### src/rtl/cordiv_mc_kernel.sv
// Multi-channel correlated stochastic divider (CORDIV) with per-channel
// windowed ones-counters; tap selection comes from a shared internal LFSR.
module cordiv_mc_kernel #(
  parameter int         CH     = 4,
  parameter int         DEPLOG = 2,
  parameter int         DEP    = 4,
  parameter int         WIN    = 8,
  parameter logic [7:0] SEED   = 8'h5A
) (
  input  logic                   clk,
  input  logic                   rst,
  input  logic                   en,
  input  logic                   clr,
  input  logic [CH-1:0]          dividend,
  input  logic [CH-1:0]          divisor,
  output logic [CH-1:0]          quotient,
  output logic [CH*(WIN+1)-1:0]  cnt,
  output logic                   cnt_vld
);

  localparam int CW = WIN + 1;

  // History reset pattern: bit i holds i%2.
  function automatic logic [DEP-1:0] alt_pattern();
    logic [DEP-1:0] p;
    for (int i = 0; i < DEP; i++) begin
      p[i] = ((i % 2) == 1);
    end
    return p;
  endfunction

  localparam logic [DEP-1:0] SR_INIT = alt_pattern();

  logic [7:0]        lfsr_reg;
  logic [7:0]        lfsr_next;
  logic [WIN-1:0]    wcnt_reg;
  logic [DEPLOG-1:0] idx;
  logic              advance;
  logic              win_end;

  assign idx       = lfsr_reg[DEPLOG-1:0];
  assign advance   = en & ~clr;
  assign win_end   = advance & (wcnt_reg == {WIN{1'b1}});
  // Fibonacci form of x^8+x^6+x^5+x^4+1, shifting toward the MSB.
  assign lfsr_next = {lfsr_reg[6:0], lfsr_reg[7] ^ lfsr_reg[5] ^ lfsr_reg[4] ^ lfsr_reg[3]};

  always_ff @(posedge clk or posedge rst) begin
    if (rst) begin
      lfsr_reg <= SEED;
    end else if (advance) begin
      lfsr_reg <= lfsr_next;
    end
  end

  always_ff @(posedge clk or posedge rst) begin
    if (rst) begin
      wcnt_reg <= '0;
    end else if (clr) begin
      wcnt_reg <= '0;
    end else if (en) begin
      wcnt_reg <= wcnt_reg + WIN'(1);
    end
  end

  always_ff @(posedge clk or posedge rst) begin
    if (rst) begin
      cnt_vld <= 1'b0;
    end else begin
      cnt_vld <= win_end;
    end
  end

  generate
    for (genvar gi = 0; gi < CH; gi++) begin : g_ch
      logic [DEP-1:0] sr_reg;
      logic [WIN:0]   acc_reg;
      logic [WIN:0]   acc_sum;
      logic [WIN:0]   cnt_reg;

      assign quotient[gi]      = divisor[gi] ? dividend[gi] : sr_reg[idx];
      assign acc_sum           = acc_reg + CW'(quotient[gi]);
      assign cnt[gi*CW +: CW]  = cnt_reg;

      // clr restarts the window but leaves history and last result alone.
      always_ff @(posedge clk or posedge rst) begin
        if (rst) begin
          sr_reg  <= SR_INIT;
          acc_reg <= '0;
          cnt_reg <= '0;
        end else if (clr) begin
          acc_reg <= '0;
        end else if (en) begin
          sr_reg <= {quotient[gi], sr_reg[DEP-1:1]};
          if (win_end) begin
            cnt_reg <= acc_sum;
            acc_reg <= '0;
          end else begin
            acc_reg <= acc_sum;
          end
        end
      end
    end
  endgenerate

endmodule

### config.mk
export PLATFORM = sky130hd
export DESIGN_NAME = cordiv_mc_kernel
export DESIGN_NICKNAME = d
export VERILOG_FILES = /design/src/rtl/cordiv_mc_kernel.sv
export SDC_FILE = /design/constraint.sdc
export NUM_CORES = 1
export LEC_CHECK = 0
export ABC_AREA = 1
export CORE_ASPECT_RATIO = 0.7
export CORE_MARGIN = 3
export CORE_UTILIZATION = 57
export CTS_CLUSTER_SIZE = 25
export DETAILED_ROUTE_END_ITERATION = 6
export GPL_TIMING_DRIVEN = 0
export PLACE_DENSITY_LB_ADDON = 0.12
export REMOVE_ABC_BUFFERS = 1
export SLEW_MARGIN = 20
export SYNTH_ARGS = -nofsm -noshare
export SYNTH_HDL_FRONTEND = slang
export SYNTH_SLANG_ARGS = --single-unit
### constraint.sdc
create_clock -name clk -period 4.8 [get_ports clk]
set_input_delay 0.96 -clock clk [delete_from_list [all_inputs] [get_ports clk]]
set_output_delay 0.96 -clock clk [all_outputs]
set_load 0.02 [all_outputs]
# After elaboration in Yosys (flattened, before gate mapping)
# Cells that the tools add are included.
# word_totals
ff_bits,105
in_bits,12
out_inout_bits,41
word_cells,57
# classes
add_sub_neg,5
n_lt_le_gt_ge,1
eq_ne,1
muxes,26
bitwise_logic,6
reduce_logical,3
# ops
cell,count
9-bit 2-to-1 mux,12
9-bit by 1-bit adder with 9-bit output,4
8-bit 2-to-1 mux,2
"8-bit by 1-bit adder with 8-bit output, second input constant",1
1-bit binary-select mux with 2-bit select,4
"8-bit == test, second input constant",1
1-bit 2-to-1 mux,8
"2-bit by 3-bit < comparator with 1-bit output, second input constant",1
3-bit AND reduction,1
1-bit XOR,3
1-bit AND,2
2-bit AND reduction,1
2-bit nonzero test,1
1-bit NOT,1

# Longest topological paths before layout
# depth
ltp_word,7
mapped_depth,15
ltp_nobuf,14

# Worst setup path before layout
# No wires, ideal clock.
# synth_path
kind,input to register
start,in divisor[0]
end,reg g_ch[0].acc_reg[8]
setup_time_ps,117
arrival_ps,2344
t_required_ps,4683
path_slack_ps,2340
path_stages,11
n_path_buf,0
path_cell_list,inv_1 > or2_2 > and2_1 > ha_1 > ha_1 > nand3_1 > inv_1 > nand3b_1 > nand2_1 > nand2_1 > nand2_1
# synth_between
elab_chain_len,5
# synth_rtl
element,line_no,rtl
"start, declared",15,"input logic [CH-1:0] divisor,"
1-bit 2-to-1 mux,80,assign quotient[gi] = divisor[gi] ? dividend[gi] : sr_reg[idx];
via quotient[0],16,"output logic [CH-1:0] quotient,"
9-bit by 1-bit adder with 9-bit output,81,assign acc_sum = acc_reg + CW'(quotient[gi]);
9-bit 2-to-1 mux,94,if (win_end) begin
9-bit 2-to-1 mux,92,end else if (en) begin
9-bit 2-to-1 mux,90,end else if (clr) begin
"end signal, assigned",98,acc_reg <= acc_sum;
"end, declared",76,logic [WIN:0] acc_reg;
# The timed path passes the listed nets, and every way through them passes these cells. The select of a mux whose other input is x is not followed.
# A chain may end at the register's enable or synchronous reset.

# Worst setup path after layout
# layout_path
start,in en
end,reg g_ch[1].cnt_reg[5]
# layout_between
elab_chain_len,3
# layout_rtl
element,line_no,rtl
"start, declared",12,"input logic en,"
1-bit AND,42,assign advance = en & ~clr;
1-bit AND,43,assign win_end = advance & (wcnt_reg == {WIN{1'b1}});
3-bit AND reduction (no source line) (*),--,
"end signal, assigned",95,cnt_reg <= acc_sum;
"end, declared",78,logic [WIN:0] cnt_reg;
# Mark *: on every way between the ends. The rest lies on a longest branch, timed or not.

==> impl_metrics.yaml <==
run_status:
  status: "complete, no violations"
layout:
  area_growth_pct: 18.9
  regArea_um2: 2640
  fin_nets: 710
  drive_above_1_share: 0.0620
  num-fill-cells: 688
  antenna_cells: 0
  multiInputGateArea_um2: 2070
grt:
  grt_busiest_layer: "met2"
  grt_max_degree: 74
  antenna_found_initial: 0
  grt_overflow_total: 0
  gr-usage-met1: 0.308
  grt_usage: 0.227
  grtUsageMet2: 0.358
  grt_first_pass_wirelength_um: 18500
  met3_usage: 0.0687
  grt_pass1_vias: 4102
detailed_routing:
  drt_wl_total_um: 10500
  drt_iter0_markers: 312
  first_pass_iters: 5
  num_vias: 4107
  ant_nets: 0
  routedWlPerCell_um: 12.9
  drc_errors: 0
  via_per_inst: 5.05
worst_setup_path:
  endpoint_kind: "flop"
  path_class: "input pin to flop"
  r2r_slack_ns: 2.07
  cp-start-kind: "input pin"
  critical_path_required_ns: 5.10
  path_max_fanout: 41
  arrival_ns: 4.28
clock_tree:
  cts_tree: "yes"
  htreeDepth: 3
  cts_hold_buf: 0
  cts-root-buf: "clkbuf_16"
  insertion_delay_ns: 0.35
  clockBufferDepth: 2
  ctsResizeCount: 0
  postCtsSetupBuffers: 0
  cts_made_buffers: 9
  path_clk_slew_ns: 0.07
  cts_sinks: 105
logic_synthesis:
  ys.flop_type: "dfrtp_1"
  avgSynthCellArea_um2: 7.83
  synth-async-reset-ratio: 1.00
  netlist_instances: 644
  seq_area_frac_synth: 0.524
  yosysWarnings: 0
  synth_seq_cells: 105
  synth_edf_count: 0
  netlist_area_um2: 5040
  ys_types: 27
timing:
  report.final.hold_viol_count: 0
  max_clock_freq_ghz: 0.251
  tightest_slew_ns: 0.966
  setup_viol: 0
  rsz0062_at_grt: "false"
  finalMaxSlewViolations: 0
  min_period_ns: 3.98
  relSlewSlack: 0.354
  setup_tns_ns: 0
  fin_skew_ns: 0.00935
  period_share: 0.830
power:
  p_per_area_nw_per_um2: 352
  p_leak_nw: 3.12
  vdd_ir_drop_max_uv: 285
  total_power_mw: 2.11
place:
  io_buffers: 52
  dp_hpwl_um: 6730
  gp_congestion: 0.826
floorplanning:
  initial_core_util: 0.592
  die_area_um2: 10000
  std_cell_rows: 28
  design.core.area_um2: 8510
  pin_count: 53
  fp.dieW_um: 118
  die_height_um: 84.7
job:
  drv_cap: 0
min_path:
  hp-class: "flop to flop"
==> layer usage <==
metal	share of wire	vias up
met2	0.46	100
met3	0.058	14
met5	0	-
li1	-	2064
met1	0.47	1929
met4	0.015	0
==> cells in the final DEF (no fill, tap or decap) <==
cell type / count
or2_2: 4
bufinv_16: 2
nor3_1: 1
clkbuf_8: 1
inv_6: 2
clkinv_2: 1
inv_1: 54
xnor2_1: 10
nor2_1: 20
nand3_1: 31
nor2_4: 3
nand4_1: 1
clkbuf_16: 9
clkinv_4: 1
ha_1: 9
o21ai_0: 32
a21o_1: 1
clkdlybuf4s50_1: 52
xor2_1: 6
nand3_2: 1
a21oi_4: 1
nand2_1: 322
dfrtp_1: 93
a21oi_1: 5
and2_1: 4
nand3b_1: 8
dfstp_2: 12
a22o_1: 1
clkinvlp_4: 1
clkinv_1: 1
inv_2: 3
buf_16: 2
==> worst paths after layout <==
| check | from | to | cells after the start |
|---|---|---|---|
| min in group asynchronous | rst | g_ch[3].cnt_reg[4]$_DFFE_PP0P_ | 2 |
| setup / recovery | en | g_ch[1].cnt_reg[5]$_DFFE_PP0P_ | 7 |
| setup reg to reg | wcnt_reg[0]$_DFFE_PP0P_ | g_ch[1].cnt_reg[5]$_DFFE_PP0P_ | 7 |
| max in group asynchronous | rst | lfsr_reg[6]$_DFFE_PP1P_ | 3 |
| hold / removal | g_ch[0].cnt_reg[6]$_DFFE_PP0P_ | g_ch[0].cnt_reg[6]$_DFFE_PP0P_ | 2 |
| hold reg to reg | g_ch[0].cnt_reg[6]$_DFFE_PP0P_ | g_ch[0].cnt_reg[6]$_DFFE_PP0P_ | 2 |
==> worst max-delay path: stages <==
cell and delay, ns:
clkdlybuf4s50_1 0.63, inv_2 0.11, nor2_4 0.60, nand3_2 0.85, inv_2 0.83, nand2_1 0.16, nand2_1 0.09
==> synth_stat cells (2+ instances only) <==
cell type	n	share of area
and2_1	4	0.0050
inv_1	55	0.041
xnor2_1	10	0.017
nand3_1	31	0.031
nor2_4	2	0.0045
clkbuf_1	9	0.0067
buf_4	2	0.0030
buf_6	3	0.0067
buf_2	6	0.0060
o21ai_0	32	0.032
nor2_1	21	0.016
a21oi_1	5	0.0050
dfrtp_1	93	0.46
nand3b_1	8	0.012
ha_1	9	0.022
inv_2	3	0.0022
nand2_1	322	0.24
dfstp_2	12	0.063
or2_2	4	0.0050
xor2_1	6	0.010
==> per-stage QoR <==
stage	instance area (µm²)	instances	hold WS, ns	worst slack (ns)	utilization
3_5_place_dp	5670	798	0.464	0.422	0.666
4_1_cts	6000	814	0.481	0.779	0.705
3_3_place_gp	5600	796	0.456	-0.461	0.658
2_1_floorplan	4930	624	0.453	1.10	-
6_report	6000	814	0.474	0.818	0.705
5_1_grt	6000	814	0.497	0.455	0.705
==> where the power goes <==
part           switching, mW  internal [mW]  total [mW]
combinational          0.176          0.114       0.290
clock                  0.330          0.473       0.803
sequential            0.0547          0.967        1.02
total                  0.560           1.55        2.11
==> kinds of logic after synthesis <==
kind of cell / share of synthesized area
xor gates and xnor gates: 0.0278
buffers and inverters: 0.0662
adders and majority gates: 0.0223
AOI/OAI and AO/OA: 0.0432
and+or+nand+nor: 0.317
DFF: 0.524
==> final cells by class <==
cell class / count / area share
clock inverters: 6 / 0.0150
well taps: 120 / 0.0250
multi-input cells: 460 / 0.346
repair buffers: 54 / 0.0960
clock buffers: 10 / 0.0398
inverters: 59 / 0.0378
flip-flops and latches: 105 / 0.441
No activity file was read; power rests on OpenSTA's default activity.
